File: config.mk
export PLATFORM = sky130hd
export DESIGN_NAME = alu_exec_stage
export DESIGN_NICKNAME = d
export VERILOG_FILES = /design/src/rtl/alu_exec_stage.sv
export SDC_FILE = /design/constraint.sdc
export NUM_CORES = 1
export LEC_CHECK = 0
export CORE_MARGIN = 2
export CORE_UTILIZATION = 60
export DETAILED_ROUTE_END_ITERATION = 12
export PLACE_DENSITY = 0.85
export SYNTH_ARGS = -nofsm -noshare
export SYNTH_HDL_FRONTEND = slang
export SYNTH_SLANG_ARGS = --single-unit
File: constraint.sdc
create_clock -name clk -period 11 [get_ports clk]
set_input_delay 2.2 -clock clk [delete_from_list [all_inputs] [get_ports clk]]
set_output_delay 2.2 -clock clk [all_outputs]
set_load 0.01 [all_outputs]
File: src/rtl/alu_exec_stage.sv
// Two-stage execute pipeline around a 64-bit ALU: S1 registers decoded operands,
// S2 registers the ALU result. Both stages hand off over valid/ready.
module alu_exec_stage #(
  parameter int TAG_W = 4
) (
  input  logic             clk,
  input  logic             rst_n,
  input  logic             flush,
  input  logic             in_valid,
  output logic             in_ready,
  input  logic [1:0]       in_alu_op,
  input  logic [2:0]       in_funct3,
  input  logic             in_funct7_5,
  input  logic [63:0]      in_a,
  input  logic [63:0]      in_b,
  input  logic [TAG_W-1:0] in_tag,
  output logic             out_valid,
  input  logic             out_ready,
  output logic [63:0]      out_res,
  output logic             out_zero,
  output logic [3:0]       out_ctrl,
  output logic             out_err,
  output logic [TAG_W-1:0] out_tag
);

  typedef enum logic [3:0] {
    CTRL_AND = 4'b0000,
    CTRL_OR  = 4'b0001,
    CTRL_ADD = 4'b0010,
    CTRL_SUB = 4'b0110
  } alu_ctrl_e;

  // Decode of ALUOp / funct3 / funct7[5] into the ALU control code
  alu_ctrl_e dec_ctrl;
  logic      dec_err;

  // NOTE: every always_comb output gets a default first so no path leaves it unassigned (no latch).
  always_comb begin
    dec_ctrl = CTRL_AND;
    dec_err  = 1'b0;
    unique case (in_alu_op)
      2'b00: dec_ctrl = CTRL_ADD;
      2'b01: dec_ctrl = CTRL_SUB;
      2'b10: begin
        unique case (in_funct3)
          3'b000:  dec_ctrl = in_funct7_5 ? CTRL_SUB : CTRL_ADD;
          3'b111:  dec_ctrl = CTRL_AND;
          3'b110:  dec_ctrl = CTRL_OR;
          default: dec_err  = 1'b1;
        endcase
      end
      default: dec_err = 1'b1;
    endcase
  end

  logic             s1_valid_q;
  logic [63:0]      s1_a_q;
  logic [63:0]      s1_b_q;
  alu_ctrl_e        s1_ctrl_q;
  logic             s1_err_q;
  logic [TAG_W-1:0] s1_tag_q;

  logic             s2_valid_q;
  logic [63:0]      s2_res_q;
  logic             s2_zero_q;
  logic [3:0]       s2_ctrl_q;
  logic             s2_err_q;
  logic [TAG_W-1:0] s2_tag_q;

  logic s2_rdy;
  logic s1_rdy;

  assign s2_rdy   = !s2_valid_q || out_ready;
  assign s1_rdy   = !s1_valid_q || s2_rdy;
  // rst_n gating keeps upstream from seeing ready while the pipe is held in reset
  assign in_ready = s1_rdy && !flush && rst_n;

  logic [63:0] alu_res;

  always_comb begin
    alu_res = '0;
    unique case (s1_ctrl_q)
      CTRL_AND: alu_res = s1_a_q & s1_b_q;
      CTRL_OR:  alu_res = s1_a_q | s1_b_q;
      CTRL_ADD: alu_res = s1_a_q + s1_b_q;
      CTRL_SUB: alu_res = s1_a_q - s1_b_q;
      default:  alu_res = '0;
    endcase
  end

  logic [63:0] s2_res_d;
  logic        s2_zero_d;

  assign s2_res_d  = s1_err_q ? 64'd0 : alu_res;
  assign s2_zero_d = !s1_err_q && (alu_res == 64'd0);

  // NOTE: datapath regs are reset too so out_* read zero during reset; sequential state uses <= only.
  always_ff @(posedge clk or negedge rst_n) begin
    if (!rst_n) begin
      s1_valid_q <= 1'b0;
      s1_a_q     <= '0;
      s1_b_q     <= '0;
      s1_ctrl_q  <= CTRL_AND;
      s1_err_q   <= 1'b0;
      s1_tag_q   <= '0;
    end else if (flush) begin
      s1_valid_q <= 1'b0;
    end else if (s1_rdy) begin
      s1_valid_q <= in_valid;
      if (in_valid) begin
        s1_a_q    <= in_a;
        s1_b_q    <= in_b;
        s1_ctrl_q <= dec_ctrl;
        s1_err_q  <= dec_err;
        s1_tag_q  <= in_tag;
      end
    end
  end

  always_ff @(posedge clk or negedge rst_n) begin
    if (!rst_n) begin
      s2_valid_q <= 1'b0;
      s2_res_q   <= '0;
      s2_zero_q  <= 1'b0;
      s2_ctrl_q  <= '0;
      s2_err_q   <= 1'b0;
      s2_tag_q   <= '0;
    end else if (flush) begin
      s2_valid_q <= 1'b0;
    end else if (s2_rdy) begin
      s2_valid_q <= s1_valid_q;
      if (s1_valid_q) begin
        s2_res_q  <= s2_res_d;
        s2_zero_q <= s2_zero_d;
        s2_ctrl_q <= s1_ctrl_q;
        s2_err_q  <= s1_err_q;
        s2_tag_q  <= s1_tag_q;
      end
    end
  end

  assign out_valid = s2_valid_q;
  assign out_res   = s2_res_q;
  assign out_zero  = s2_zero_q;
  assign out_ctrl  = s2_ctrl_q;
  assign out_err   = s2_err_q;
  assign out_tag   = s2_tag_q;

endmodule
Yosys cells after proc, flatten, opt, wreduce, memory -nomap -nowiden
Index checks and enable logic that the tools add are counted.
{"block": "word_totals", "ff_bits": 213, "input_bits": 143, "out_inout_bits": 76, "wordCells": 54}
{"block": "op_classes", "add_sub_neg": 2, "n_eq_ne": 7, "mux": 11, "bitwise": 3, "n_reduce_logical": 19}
{"operator": "one-hot mux 64 bit (4 select lines)", "n": 1}
{"operator": "adder 64 bit", "n": 1}
{"operator": "bitwise AND 64 bit", "n": 1}
{"operator": "logical NOT 64 bit", "n": 1}
{"operator": "2-to-1 mux 64 bit", "n": 1}
{"operator": "bitwise OR 64 bit", "n": 1}
{"operator": "subtractor 64 bit", "n": 1}
{"operator": "one-hot mux 3 bit (3 select lines)", "n": 1}
{"operator": "equality test 3 bit, second input constant", "n": 2}
{"operator": "one-hot mux 3 bit (2 select lines)", "n": 1}
{"operator": "AND reduction 3 bit", "n": 2}
{"operator": "2-to-1 mux 1 bit", "n": 5}
{"operator": "equality test 4 x 1 -> 1 bit, second input constant", "n": 1}
{"operator": "equality test 4 x 2 -> 1 bit, second input constant", "n": 1}
{"operator": "equality test 4 x 3 -> 1 bit, second input constant", "n": 1}
{"operator": "logical NOT 1 bit", "n": 4}
{"operator": "logical NOT 4 bit", "n": 1}
{"operator": "nonzero test 2 bit", "n": 2}
{"operator": "logical AND 1 bit", "n": 3}
{"operator": "logical NOT 3 bit", "n": 1}
{"operator": "2-to-1 mux 3 bit", "n": 1}
{"operator": "OR reduction 3 bit", "n": 1}
{"operator": "equality test 2 x 1 -> 1 bit, second input constant", "n": 1}
{"operator": "equality test 2 bit, second input constant", "n": 1}
{"operator": "other kinds (5)", "n": 6}

Depth between registers and ports, before layout
Gate-level depths: netlist of the first run.
{"block": "logic_depth", "word_depth": 5, "mapped_depth": 27, "ltp_nobuf": 26}

Least setup slack after synthesis of the first run
OpenSTA, ideal clock, no wires.
{"block": "synth_path", "path_kind": "register to register", "start": "reg s1_b_q[10]", "end": "reg s2_zero_q (netlist: out_zero)", "setup_ps": 110, "arrival_time_ps": 5387, "t_required_ps": 10890, "setup_slack_ps": 5502, "stages_incl_launch_ff": 24, "n_path_buf": 1, "synth_period_minus_slack_ps": 5498, "path_cell_list": "dfrtp_1 -> or4_4 -> nor4_2 -> nand2_1 -> or2_1 -> or4_4 -> nor2_2 -> nand2_2 -> o41ai_1 -> xor2_1 -> ha_1 -> clkbuf_1 -> nand2_1 -> o211a_1 -> or2_0 -> o21bai_1 -> nor2_1 -> mux2_1 -> a211oi_1 -> nand4_1 -> a2111oi_0 -> and4_1 -> nand4_1 -> o41ai_1"}
{"block": "synth_between", "elab_chain_cells": 4, "word_cells_on_any_way": 7, "cone_classes": "2 x add/sub; 1 x mux; 2 x bitwise; 2 x reduce/logical"}
{"item": "start, declared", "line_no": "58", "text": "logic [63:0] s1_b_q;"}
{"item": "start signal, assigned", "line_no": "112", "text": "s1_b_q <= in_b;"}
{"item": "subtractor 64 bit, or another cell as far along", "line_no": "86", "text": "CTRL_SUB: alu_res = s1_a_q - s1_b_q;"}
{"item": "one-hot mux 64 bit (4 select lines) *", "line_no": "82", "text": "unique case (s1_ctrl_q)"}
{"item": "logical NOT 64 bit *", "line_no": "95", "text": "assign s2_zero_d = !s1_err_q && (alu_res == 64'd0);"}
{"item": "logical AND 1 bit *", "line_no": "95"}
{"item": "end signal, assigned", "line_no": "134", "text": "s2_zero_q <= s2_zero_d;"}
{"item": "end, declared", "line_no": "65", "text": "logic s2_zero_q;"}
Every way passes the cells marked *; elsewhere a longest branch is shown, timed or not.
A chain may end at the register's enable or synchronous reset.

Worst setup path after layout of the first run
{"block": "layout_path", "start": "reg s1_b_q[0]", "end": "reg s2_zero_q (netlist: out_zero)"}
The elaborated chain is that of the path after synthesis.

==> flow_metrics.py, run 1 <==
metrics = {
    "run_status": {
        "status": "completed",
    },
    "cts": {
        "cts_setup_buffers": 0,
        "cts_resized": 0,
        "cts_made_buffers": 23,
        "clock_sinks": 211,
        "clk_path_buf_depth": 3,
        "cts_tree": "built",
        "clk_latency_ns": 0.53,
        "ctsHoldBuffers": 0,
        "cts_root_buffer": "clkbuf_16",
        "htreeDepth": 1,
        "clkSlewWorstSetupHoldPaths_ns": 0.06,
    },
    "grt": {
        "grt_usage_pct": 41.73,
        "grt_pass1_vias": 14087,
        "grt.overflow.total": 0,
        "grt_pass1_wl_mm": 84.70,
        "antenna_found_initial": 0,
        "grt_max_degree": 78,
    },
    "final_layout": {
        "fill_cells": 1606,
        "layout_common_cells": "clkdlybuf4s50_1 (216), dfrtp_1 (210), nand2_1 (179), mux2_2 (140), o21ai_0 (119)",
        "mostFrequentLayoutCell": "clkdlybuf4s50_1",
        "fin_cells": 2129,
        "area_growth_pct": 20.17,
        "antenna_cells": 0,
        "utilization_pct": 73.76,
        "drive_above_1_share_pct": 12.41,
        "nets": 1998,
    },
    "logic_synthesis": {
        "synth-edff-count": 0,
        "synth_fp_nets": 1860,
        "ys_seq_elements": 211,
        "synth_area_leaders": "dfrtp_1 (35%), mux2_2 (11%), ha_1 (5.5%)",
        "synthFlopType": "dfrtp_1",
        "ys_types": 83,
        "yosysTopAreaCell": "dfrtp_1",
        "synth_top_area_share_pct": 35.17,
        "avgSynthCellArea_um2": 9.100,
        "ys_warn_count": 0,
        "synthCells": 1650,
        "ys_async_sr_fraction_pct": 100.0,
        "ys_seq_area_share_pct": 35.17,
        "syn_area_um2": 15010,
    },
    "floorplan": {
        "start_util_pct": 61.38,
        "die_w_um": 162.2,
        "fp-row-count": 57,
        "dieArea_um2": 26310,
        "fp.coreArea_um2": 24460,
        "die-height_um": 162.2,
        "io_pins": 219,
    },
    "timing": {
        "finalSetupTns_ns": 0,
        "finalSetupViolations": 0,
        "max-slew-margin-rel_pct": 31.72,
        "fin_ws_ns": 4.239,
        "slew_viol_final": 0,
        "clock_skew_ns": 0.01374,
        "max_freq_mhz": 147.9,
        "rsz0062_at_grt": "no",
        "hold_viol_final": 0,
        "fin_crit_sh_pct": 61.47,
        "period_needed_ns": 6.761,
        "tightest_slew_ns": 1.016,
    },
    "routing": {
        "via_per_inst": 6.881,
        "ant_nets": 0,
        "detail_route.wl_per_cell_um": 25.79,
        "drt_iter0_markers": 2330,
        "dr.pass1.iters": 7,
        "wl_mm": 54.90,
        "vias": 14649,
        "drcViolationCount": 0,
    },
    "worst_setup_path": {
        "r2r_cells": 25,
        "cp-start-kind": "register",
        "crit_type": "register to register",
        "arrival_ns": 7.17,
        "r2r-start": "s1_b_q[0]$_DFFE_PN0P_",
        "cp_max_fo": 7,
        "worstSetupStartpoint": "s1_b_q[0]$_DFFE_PN0P_",
        "r2r_slack_ns": 4.24,
        "worstPathRequired_ns": 11.41,
        "r2r_end": "out_zero$_DFFE_PN0P_",
        "critPathCaptureType": "register",
    },
    "placed_design": {
        "place.gp.congestion": 1.041,
        "place_inst": 2087,
        "portBuffers": 217,
        "dpl.hpwl_mm": 40.58,
        "dp_slack_ns": 4.566,
    },
    "hold_path": {
        "min_to": "out_res[22]$_DFFE_PN0P_",
        "holdPathStages": 2,
        "worstHoldStart": "out_res[22]$_DFFE_PN0P_",
        "hold_path_class": "register to register",
    },
    "power_and_ir_drop": {
        "powerDensity_nw_per_um2": 213.3,
        "ir_drop_mv": 0.1659,
        "p_leak_nw": 7.427,
    },
    "flow_run": {
        "cap_violations": 0,
    },
}
## per-layer routing
metal,up-vias,global-route usage [%],share of wire (%)
met5,-,0,0
met3,170,12.92,15
met2,1186,58.47,40
met1,7003,62.57,42
met4,0,10.50,3.0
li1,6290,-,-
## report_power, final
group | leakage, nW | internal (mW) | switching [mW]
Combinational | 4.45 | 0.790 | 1.11
Clock | 0.390 | 0.476 | 0.335
Sequential | 2.59 | 0.936 | 0.203
Total | 7.43 | 2.20 | 1.65
## Yosys cell counts (all sizes together) (7+ instances only)
library cell,count
a211oi,13
a21o,23
a21oi,109
a221oi,13
a22o,29
a22oi,21
a31oi,10
buf,17
clkbuf,99
dfrtp,211
ha,66
inv,27
maj3,59
mux2,141
nand2,181
nand2b,18
nand3,13
nand4,39
nor2,94
nor2b,7
nor3,32
nor4,21
o21a,14
o21ai,139
o21bai,11
o31ai,21
o41ai,7
or2,8
or3,10
or4,7
xnor2,54
xor2,59
## worst max-delay path by stage
stage	slack, ns	endpoint	depth (start not counted)
2_1_floorplan	5.50	out_zero$_DFFE_PN0P_	23
3_3_place_gp	4.70	out_zero$_DFFE_PN0P_	22
3_5_place_dp	4.57	out_zero$_DFFE_PN0P_	24
4_1_cts	4.47	out_zero$_DFFE_PN0P_	23
5_1_grt	3.81	out_zero$_DFFE_PN0P_	24
6_report	4.24	out_zero$_DFFE_PN0P_	25
## registers in the layout (all words and copies together) (netlist names)
register	cells
out_err	1
s1_a_q	64
out_valid	1
s1_tag_q	4
s1_ctrl_q	3
out_ctrl	3
out_res	64
s1_valid_q	1
s1_b_q	64
out_zero	1
out_tag	4
s1_err_q	1
## critical path, cell delays in order (launching register included)
cell,delay [ns]
dfrtp_1,0.44
inv_1,0.11
ha_1,0.17
nand2b_1,0.10
nor3_1,0.45
nand2_1,0.19
or2_1,0.33
or4_4,0.53
nor2_2,0.14
nand2_2,0.14
nor2_4,0.26
a31oi_1,0.16
xnor2_1,0.28
ha_1,0.39
a21o_1,0.23
a21o_1,0.18
a21oi_1,0.26
a32oi_1,0.27
a21oi_1,0.24
a21oi_1,0.09
a221oi_1,0.45
xnor2_1,0.19
o21ai_2,0.15
nor4_1,0.40
nand4_1,0.13
o41ai_1,0.34
## cells by family (layout without fill, tap and decap cells)
kind of cell               after synthesis  in the layout  synth area share [%]
AOI/OAI and AO/OA                      455            455                 19.45
buffers and inverters                  143            298                 3.700
adders and majority gates              126            126                 9.567
and+or+nand+nor                        455            455                 14.54
xor gates and xnor gates               113            113                 6.642
DFF                                    211            211                 35.17
other                                    1              1               0.02498
muxes                                  146            146                 10.91
## final cells by class
class	instances	area (um2)	area share [%]
clock buffer	28	624.3	3.460
clock inverter	14	158.9	0.8807
inverter	27	101.3	0.5617
multi-input combinational	1296	9205	51.02
sequential	211	5281	29.27
tap	324	405.4	2.247
timing repair buffer	229	2266	12.56
## per-stage QoR
| step | power (mW) | area, um2 | hold slack (ns) |
|---|---|---|---|
| 2_1_floorplan | 2.239 | 15010 | 0.4750 |
| 6_report | 3.849 | 18040 | 0.4779 |
| 4_1_cts | 3.769 | 18040 | 0.4803 |
| 3_5_place_dp | 2.940 | 17260 | 0.4664 |
| 5_1_grt | 4.027 | 18040 | 0.5018 |
| 3_3_place_gp | 2.907 | 17260 | 0.4608 |
Note: power is estimated with default switching activity, not from simulation.
==> run 2: changes to the inputs <==
--- a/config.mk
+++ b/config.mk
@@ -6,9 +6,9 @@
 export NUM_CORES = 1
 export LEC_CHECK = 0
 export CORE_MARGIN = 2
-export CORE_UTILIZATION = 60
+export CORE_UTILIZATION = 51
 export DETAILED_ROUTE_END_ITERATION = 12
-export PLACE_DENSITY = 0.85
+export PLACE_DENSITY = 0.77
 export SYNTH_ARGS = -nofsm -noshare
 export SYNTH_HDL_FRONTEND = slang
 export SYNTH_SLANG_ARGS = --single-unit
==> constraint.sdc (replaced) <==
create_clock -name clk -period 5.85 [get_ports clk]
set_input_delay 1.17 -clock clk [delete_from_list [all_inputs] [get_ports clk]]
set_output_delay 1.17 -clock clk [all_outputs]
set_load 0.01 [all_outputs]
==> run 2 against run 1 <==
Against the previous run:
- setup slack got worse by 4.2 ns
- total power rose by 93%
- clock power rose by 80%
- die area is 17% higher
- maximum frequency rose by 16%
- hold slack worse by 0.00065 ns
- wire length decreased by 5.1%
- sequential share of layout area is 1.5 points lower
- sequential power up 84%
- combinational power up 100%
- count of clock-buffer cells in the layout increased by 5
- critical path type unchanged
- largest cell class unchanged
==> flow_metrics.py, run 2 (synthesis gave the netlist of run 1 again) <==
metrics = {
    "grt": {
        "grt_usage_pct": 33.57,
        "grt.overflow.total": 0,
        "grt_max_degree": 141,
        "antenna_found_initial": 0,
        "grt_pass1_vias": 13391,
        "grt_pass1_wl_mm": 80.53,
    },
    "placed_design": {
        "portBuffers": 217,
        "place.gp.congestion": 1.017,
        "dpl.hpwl_mm": 40.50,
    },
    "power_and_ir_drop": {
        "ir_drop_mv": 0.2312,
        "powerDensity_nw_per_um2": 390.8,
        "p_leak_nw": 7.912,
    },
    "routing": {
        "drt_iter0_markers": 1580,
        "vias": 14233,
        "via_per_inst": 6.251,
        "drcViolationCount": 0,
        "wl_mm": 52.09,
        "dr.pass1.iters": 5,
        "ant_nets": 0,
        "detail_route.wl_per_cell_um": 22.87,
    },
    "cts": {
        "htreeDepth": 1,
        "cts_made_buffers": 22,
        "clock_sinks": 211,
        "clk_path_buf_depth": 3,
        "cts_tree": "built",
        "cts_root_buffer": "clkbuf_16",
        "clkSlewWorstSetupHoldPaths_ns": 0.06,
        "clk_latency_ns": 0.52,
        "ctsHoldBuffers": 0,
    },
    "worst_setup_path": {
        "worstSetupStartpoint": "s1_b_q[8]$_DFFE_PN0P_",
        "crit_path_top_delay_cell": "or4_4",
        "critical-path-max-stage-delay_ns": 0.56,
        "critPathCaptureType": "register",
        "arrival_ns": 6.25,
        "r2r_slack_ns": 0.02,
        "endpoint": "out_zero$_DFFE_PN0P_",
        "r2r-start": "s1_b_q[8]$_DFFE_PN0P_",
        "cp-start-kind": "register",
        "crit_type": "register to register",
        "worstPathRequired_ns": 6.27,
        "r2r_cells": 25,
        "r2r_end": "out_zero$_DFFE_PN0P_",
        "cp_max_fo": 5,
    },
    "run_status": {
        "status": "completed",
    },
    "final_layout": {
        "drive_above_1_share_pct": 17.91,
        "nets": 2088,
        "antenna_cells": 0,
        "layout_common_cells": "clkdlybuf4s50_1 (216), dfrtp_1 (210), nand2_1 (178), mux2_2 (140), o21ai_0 (113)",
        "fill_cells": 2352,
        "area_growth_pct": 26.64,
        "utilization_pct": 65.89,
        "mostFrequentLayoutCell": "clkdlybuf4s50_1",
    },
    "floorplan": {
        "fp-row-count": 62,
        "io_pins": 219,
        "dieArea_um2": 30830,
        "die_w_um": 175.6,
        "die-height_um": 175.6,
        "start_util_pct": 52.03,
        "fp.coreArea_um2": 28860,
    },
    "timing": {
        "max_freq_mhz": 171.5,
        "max-slew-margin-rel_pct": 24.85,
        "fin_crit_sh_pct": 99.66,
        "clock_skew_ns": 0.008379,
        "worst_hold_slack_ns": 0.4772,
        "slew_viol_final": 0,
        "finalSetupViolations": 0,
        "tightest_slew_ns": 1.117,
        "period_needed_ns": 5.830,
        "rsz0062_at_grt": "yes",
        "hold_viol_final": 0,
    },
    "hold_path": {
        "hold_path_class": "register to register",
        "worstHoldStart": "out_res[45]$_DFFE_PN0P_",
    },
    "flow_run": {
        "cap_violations": 0,
    },
}
==> run 2: cell count changes in the layout (fill, tap and decap cells not counted), moves of 3 or more <==
cell       change
buf_4         +88
a21oi_1        -8
a21oi_2        +7
o21ai_0        -6
clkbuf_1       +5
clkinv_2       -5
o21ai_1        +5
a2111oi_0      -3
a221oi_1       -3
a221oi_2       +3
nor4_1         -3
o41ai_1        -3
o41ai_2        +3
==> run 2: critical path: cells and delay by family, from the launching register on <==
kind | cells | cell delay [ns]
AO/OA/AOI/OAI | 8 | 1.55
XOR/XNOR | 1 | 0.19
adder cells (fa/ha/maj) | 1 | 0.36
buffers and inverters | 3 | 0.48
flip-flops | 1 | 0.38
multiplexers | 1 | 0.25
AND/OR/NAND/NOR | 11 | 2.53
==> run 2: stage by stage <==
stage,setup TNS (ns),cell area [um2],worst slack (ns),total power [mW],instances
after floorplan,0,15010,0.3524,4.210,1650
after global placement,-0.2293,17970,-0.2293,5.714,2228
after detailed placement,-0.3312,17970,-0.3312,5.749,2228
after CTS,0,18820,0.007192,7.268,2272
after global routing,-0.1610,19010,-0.1610,7.841,2277
final,0,19010,0.01994,7.431,2277
==> run 2: routing by layer <==
layer | vias up | routed length, um | track usage (%)
met3 | 64 | 5432 | 6.775
li1 | 6495 | - | -
met2 | 735 | 20560 | 45.28
met5 | - | 0 | 0
met4 | 0 | 1104 | 7.472
met1 | 6939 | 24990 | 54.30
==> run 2: timing repair <==
action                     CTS  global route
setup endpoints to repair    1             4
resized for setup           10            39
buffers inserted             5             5
hold endpoints to repair     0             0
pin swaps                    6            22
==> run 2: how the worst min path moves through the flow <==
stage | to | slack (ns) | cells past startpoint
6_report | out_res[45]$_DFFE_PN0P_ | 0.48 | 2
5_1_grt | out_res[53]$_DFFE_PN0P_ | 0.51 | 2
4_1_cts | out_res[43]$_DFFE_PN0P_ | 0.49 | 2
3_5_place_dp | out_res[55]$_DFFE_PN0P_ | 0.46 | 1
3_3_place_gp | out_res[18]$_DFFE_PN0P_ | 0.46 | 2
2_1_floorplan | out_tag[0]$_DFFE_PN0P_ | 0.47 | 1
==> run 2: power by group <==
group / switching, mW / total (mW) / internal [mW]
Combinational: 2.15 / 3.87 / 1.72
Sequential: 0.339 / 2.10 / 1.76
Clock: 0.573 / 1.46 / 0.889
Total: 3.06 / 7.43 / 4.37
==> run 2: layout make-up <==
cell class,count,area [um2],area share [%]
clock buffer,33,643.1,3.382
inverter,27,101.3,0.5330
multi-input combinational,1296,9423,49.56
tap,384,480.5,2.527
clock inverter,6,107.6,0.5659
timing repair buffer,320,2978,15.66
sequential,211,5281,27.78
==> run 3: changes to the inputs <==
==> constraint.sdc (replaced) <==
create_clock -name clk -period 5.85 [get_ports clk]
set_input_delay 1.17 -clock clk [delete_from_list [all_inputs] [get_ports clk]]
set_output_delay 1.17 -clock clk [all_outputs]
set_load 0.1 [all_outputs]
==> run 3 against run 2 <==
Against the previous run:
- flip-flop and latch count stayed put
- critical endpoint unchanged
- non-clock buffer count is 22 higher
- critical path type unchanged
- clock skew is 0.0012 ns lower
- first-iteration DRC count is 3.0% lower
==> flow_metrics.py, run 3 (synthesis gave the netlist of run 1 again) <==
metrics = {
    "grt": {
        "grt.overflow.total": 0,
        "antenna_found_initial": 0,
        "grt_max_degree": 141,
        "grt_pass1_wl_mm": 80.67,
        "grt_usage_pct": 33.78,
        "grt_pass1_vias": 13397,
    },
    "final_layout": {
        "nets": 2111,
        "area_growth_pct": 27.90,
        "fill_cells": 2385,
        "drive_above_1_share_pct": 19.50,
        "layout_common_cells": "clkdlybuf4s50_1 (215), dfrtp_1 (210), nand2_1 (178), mux2_2 (140), buf_4 (124)",
        "antenna_cells": 0,
        "mostFrequentLayoutCell": "clkdlybuf4s50_1",
        "final_area_um2": 19200,
    },
    "placed_design": {
        "placed_area_um2": 18130,
        "dpl.hpwl_mm": 41.19,
        "portBuffers": 217,
        "place.gp.congestion": 1.031,
    },
    "cts": {
        "clk_path_buf_depth": 3,
        "cts_root_buffer": "clkbuf_16",
        "clk_latency_ns": 0.54,
        "cts_tree": "built",
        "cts_made_buffers": 23,
        "htreeDepth": 1,
        "clkSlewWorstSetupHoldPaths_ns": 0.06,
        "ctsHoldBuffers": 0,
        "clock_sinks": 211,
    },
    "routing": {
        "via_per_inst": 6.204,
        "dr.pass1.iters": 5,
        "vias": 14282,
        "drt_iter0_markers": 1533,
        "ant_nets": 0,
        "detail_route.wl_per_cell_um": 23.04,
        "drcViolationCount": 0,
        "wl_mm": 53.03,
    },
    "worst_setup_path": {
        "arrival_ns": 6.13,
        "crit_type": "register to register",
        "cp_max_fo": 4,
        "critPathCaptureType": "register",
        "cp-start-kind": "register",
        "worstPathRequired_ns": 6.28,
    },
    "floorplan": {
        "dieArea_um2": 30830,
        "fp.coreArea_um2": 28860,
        "die-height_um": 175.6,
        "start_util_pct": 52.03,
        "io_pins": 219,
        "fp-row-count": 62,
        "die_w_um": 175.6,
    },
    "power_and_ir_drop": {
        "powerDensity_nw_per_um2": 449.5,
        "p_total_mw": 8.632,
        "seqPwrFrac_pct": 24.2,
        "p_leak_nw": 8.010,
        "p_sw_share_pct": 49.54,
        "switching_power_mw": 4.276,
        "internal_power_mw": 4.356,
        "ir_drop_mv": 0.2644,
        "p_comb_share_pct": 59.3,
        "pwr-share-clk_pct": 16.4,
    },
    "timing": {
        "period_needed_ns": 5.700,
        "slew_viol_final": 0,
        "rsz0062_at_grt": "yes",
        "fin_crit_sh_pct": 97.43,
        "max-slew-margin-rel_pct": 15.65,
        "clock_skew_ns": 0.007150,
        "finalSetupViolations": 0,
        "finalSetupTns_ns": 0,
        "max_freq_mhz": 175.5,
        "worst_hold_slack_ns": 0.4731,
        "hold_viol_final": 0,
        "tightest_slew_ns": 1.254,
    },
    "run_status": {
        "status": "completed",
    },
    "hold_path": {
        "hold_path_class": "register to register",
    },
    "flow_run": {
        "cap_violations": 0,
    },
}
-- run 3: cell count changes in the layout (fill, tap and decap cells not counted), moves of 4 or more --
cell | before | now
clkinv_2 | 2 | 6
o21ai_0 | 113 | 109
a21oi_2 | 7 | 3
buf_4 | 100 | 124
-- run 3: through the flow --
| stage | worst slack [ns] | utilization, % | std cells |
|---|---|---|---|
| 3_3_place_gp | -0.2085 | 62.83 | 2251 |
| 4_1_cts | 0.0005040 | 65.53 | 2294 |
| 6_report | 0.1504 | 66.55 | 2302 |
| 5_1_grt | -0.09477 | 66.55 | 2302 |
| 3_5_place_dp | -0.2699 | 62.83 | 2251 |
| 2_1_floorplan | 0.3524 | - | 1650 |
-- run 3: final timing paths --
kind	start	to	slack (ns)	cells past startpoint
worst max-delay path	s1_b_q[7]$_DFFE_PN0P_	out_zero$_DFFE_PN0P_	0.15	24
worst min-delay path	out_res[54]$_DFFE_PN0P_	out_res[54]$_DFFE_PN0P_	0.47	1
worst max register to register	s1_b_q[7]$_DFFE_PN0P_	out_zero$_DFFE_PN0P_	0.15	24
worst min register to register	out_res[54]$_DFFE_PN0P_	out_res[54]$_DFFE_PN0P_	0.47	1
max in group asynchronous	rst_n	out_res[55]$_DFFE_PN0P_	3.80	2
min in group asynchronous	rst_n	out_tag[2]$_DFFE_PN0P_	0.65	1
-- run 3: cell type report --
cell class	instances	area, um2	area share [%]
Clock buffer	32	639.4	3.329
Clock inverter	10	87.58	0.4561
Inverter	27	101.3	0.5278
Multi-Input combinational cell	1296	9485	49.39
Sequential cell	211	5281	27.50
Tap cell	384	480.5	2.502
Timing Repair Buffer	342	3128	16.29
-- run 3: layer usage --
layer	track usage, %	vias up	share of wire (%)
met1	55.30	6987	48
met4	7.541	0	1.9
li1	-	6530	-
met2	44.75	704	39
met5	0	-	0
met3	6.948	61	10
-- run 3: timing repair --
| action | 4_1_cts | 5_1_grt |
|---|---|---|
| pin swaps | 2 | 23 |
| cloned | 0 | 0 |
| setup buffers | 1 | 8 |
| resized for setup | 13 | 52 |
| endpoints found under the setup margin | 1 | 2 |
-- run 3: critical path, stage by stage (launching register included) --
cell,delay [ns]
dfrtp_1,0.38
or4_4,0.58
nor4_4,0.18
nand2_1,0.13
or2_1,0.28
or4_4,0.46
nor2_4,0.11
nand2_2,0.11
buf_6,0.17
nor2_4,0.10
buf_4,0.15
a31oi_1,0.10
xnor2_1,0.16
ha_1,0.37
a21o_1,0.22
a21o_1,0.21
a21oi_4,0.19
a32oi_4,0.18
a21bo_2,0.25
a31oi_4,0.19
mux2i_2,0.26
nand4_1,0.14
nor4_2,0.32
nand4_1,0.14
o41ai_2,0.20
-- run 3: power groups by stage --
| stage | registers, mW | logic, mW | clock network [mW] |
|---|---|---|---|
| 2_1_floorplan | 3.16 | 2.16 | 0 |
| 6_report | 2.09 | 5.12 | 1.42 |
| 4_1_cts | 2.08 | 4.90 | 1.43 |
| 5_1_grt | 2.12 | 5.39 | 1.51 |
| 3_5_place_dp | 2.10 | 4.86 | 0 |
| 3_3_place_gp | 2.08 | 4.84 | 0 |
==> variant (settings of run 3) <==
Set the parameter `TAG_W` to 6 (it was 4).
--- a/src/rtl/alu_exec_stage.sv
+++ b/src/rtl/alu_exec_stage.sv
@@ -1,7 +1,7 @@
 // Two-stage execute pipeline around a 64-bit ALU: S1 registers decoded operands,
 // S2 registers the ALU result. Both stages hand off over valid/ready.
 module alu_exec_stage #(
-  parameter int TAG_W = 4
+  parameter int TAG_W = 6
 ) (
   input  logic             clk,
   input  logic             rst_n,
Ports: changed (resized in_tag and out_tag); port bits go from 219 to 223. No check against the original RTL was run, so the function may have changed too.
==> variant against run 3 <==
- power shrank 1.3%
- utilization shrank 0.84 points
- area after synthesis is essentially flat
- global-route usage shrank 1.1 points
- setup slack gained 0.096 ns
- sequential cell count grew 4
- routed wire length shrank 4.1%
- combinational power shrank 5.7%
- design area shrank 1.3%
==> variant: results (changes against run 3) <==
status: completed
Crit Reg-Reg Startpoint: s1_b_q[14]
Clock Latency Late Sink: 0.54 ns (about the same)
Mapped Nets: 1,831 (-1.6%)
placed instance area: 18,060 um^2 (-0.37%)
Num CTS Buffers: 24 (+4.3%)
Min Hold Slack: 0.4835 ns (+0.01038 ns)
placed instance count: 2,223 (-1.2%)
Async SR Flop Fraction: 100.0% (unchanged)
Critical Path Max Stage Delay: 0.58 ns (about the same)
Synth top cells by count: dfrtp_1 (215), nand2_1 (166), mux2_2 (144), a21oi_1 (114), o21ai_0 (108)
PortBufs: 221 (+1.8%)
RR Endpoint: out_zero
Routed Wire Length: 50,870 um (-4.1%)
number of diodes: 0 (unchanged)
vias: 14,067 (-1.5%)
post-synthesis cell type count: 83 (unchanged)
DRT Pass-1 Iters: 6 (+1)
flop2flop setup slack: 0.25 ns (+0.10 ns)
Final Hold Vio Count: 0 (unchanged)
Synth Register Bits: 215 (+1.9%)
share of cells above drive strength 1: 16.99% (-2.5 points)
H-Tree Depth: 1 (unchanged)
hold depth: 2 (+1)
Post-CTS Setup Inserts: 0 (-1)
Clock transition at path regs: 0.06 ns (about the same)
number of DRC violations after detailed-routing iteration 0: 1,334 (-13%)
initial antenna violation count: 1 (+1)
CP Data Arrival Time: 6.05 ns (-0.08 ns)
deepest clock path buffer count: 3 (unchanged)
global-route wire length before repair: 78,830 um (-2.3%)
Bufs and invs on worst path: 2 (unchanged)
syn_area_per_cell: 9.277 um^2 (+1.9%)
gpl congestion: 1.008 (-2.2%)
Yosys Warn Count: 0 (unchanged)
ys flop type: dfrtp_1
sequential share of the synthesized area: 35.82% (+0.65 points)
fillers: 2,435 (+2.1%)
crit-path leading delay family: simple AND/OR/NAND/NOR gates
Worst Min Path Start: out_res[23]
Post-DP HPWL: 39,370 um (-4.4%)
Worst Hold Class: flop to flop
Root Driver: clkbuf_16
Final #Nets: 2,077 (-1.6%)
actual transition at the worst max-transition pin: 1.057 ns (-0.1965 ns)
pin count of the biggest net entering global routing: 78 (-45%)
Leakage: 7.872 nW (-1.7%)
Final ANT Viol Nets: 0 (unchanged)
PostCTS Resize Cnt: 2 (-11)
Reg2Reg Depth: 20 (-17%)
Crit-path slowest cell: or4_1
synth top area cells: dfrtp_1 (36%), mux2_2 (11%), ha_1 (5.5%)
wire per inst: 22.44 um (-2.6%)
Worst Hold End: out_res[23]
worst-path fanout max: 9 (+5)
worst clock skew: 0.01920 ns (+0.01205 ns)
GRT Util Overall: 32.65% (-1.1 points)
Peak VDD IR: 0.2487 mV (-5.9%)
variant: cell type report:
type	count	area [um^2]	area share (%)
clock buffer	35	701.9	3.702
clock inverter	9	133.9	0.7060
timing repair buffer	314	2924	15.42
sequential	215	5381	28.38
multi-input combinational	1290	9265	48.86
tap	384	480.5	2.534
inverter	20	75.07	0.3959
variant: how the worst max path moves through the flow:
stage                          start        to  slack, ns
final                     s1_b_q[14]  out_zero       0.25
after global routing      s1_b_q[14]  out_zero      0.002
after CTS                 s1_b_q[14]  out_zero        0.1
after detailed placement  s1_b_q[14]  out_zero      0.008
after global placement    s1_b_q[14]  out_zero       0.14
after floorplan           s1_b_q[14]  out_zero       0.62
variant: logic make-up after synthesis:
group / count (synthesis) / synth area share (%)
other: 1 / 0.02497
xor gates and xnor gates: 102 / 5.948
DFF: 215 / 35.82
buffers and inverters: 114 / 3.107
and+or+nand+nor: 466 / 14.85
muxes: 148 / 11.06
adders and majority gates: 127 / 9.630
AOI/OAI and AO/OA: 446 / 19.55
variant: layer usage:
metal	up-vias	wire [um]	global-route usage, %	part of all wire [%]
met1	6876	22190	44.73	44
met4	2	1688	10.09	3.3
met3	91	3843	6.299	7.6
li1	6480	-	-	-
met2	618	23140	52.49	45
met5	-	12	0	0.024
variant: power breakdown:
group,internal [mW],switching (mW),total (mW),leakage (nW)
logic,1.64,3.19,4.83,4.83
registers,1.79,0.315,2.11,2.64
clock network,0.963,0.621,1.58,0.410
total,4.40,4.13,8.52,7.87
variant: through the flow:
step / utilization (%) / worst slack (ns)
after floorplan: - / 0.6236
after global placement: 62.60 / 0.1385
after detailed placement: 62.60 / 0.008219
after CTS: 65.53 / 0.09743
after global routing: 65.71 / 0.002127
final: 65.71 / 0.2466
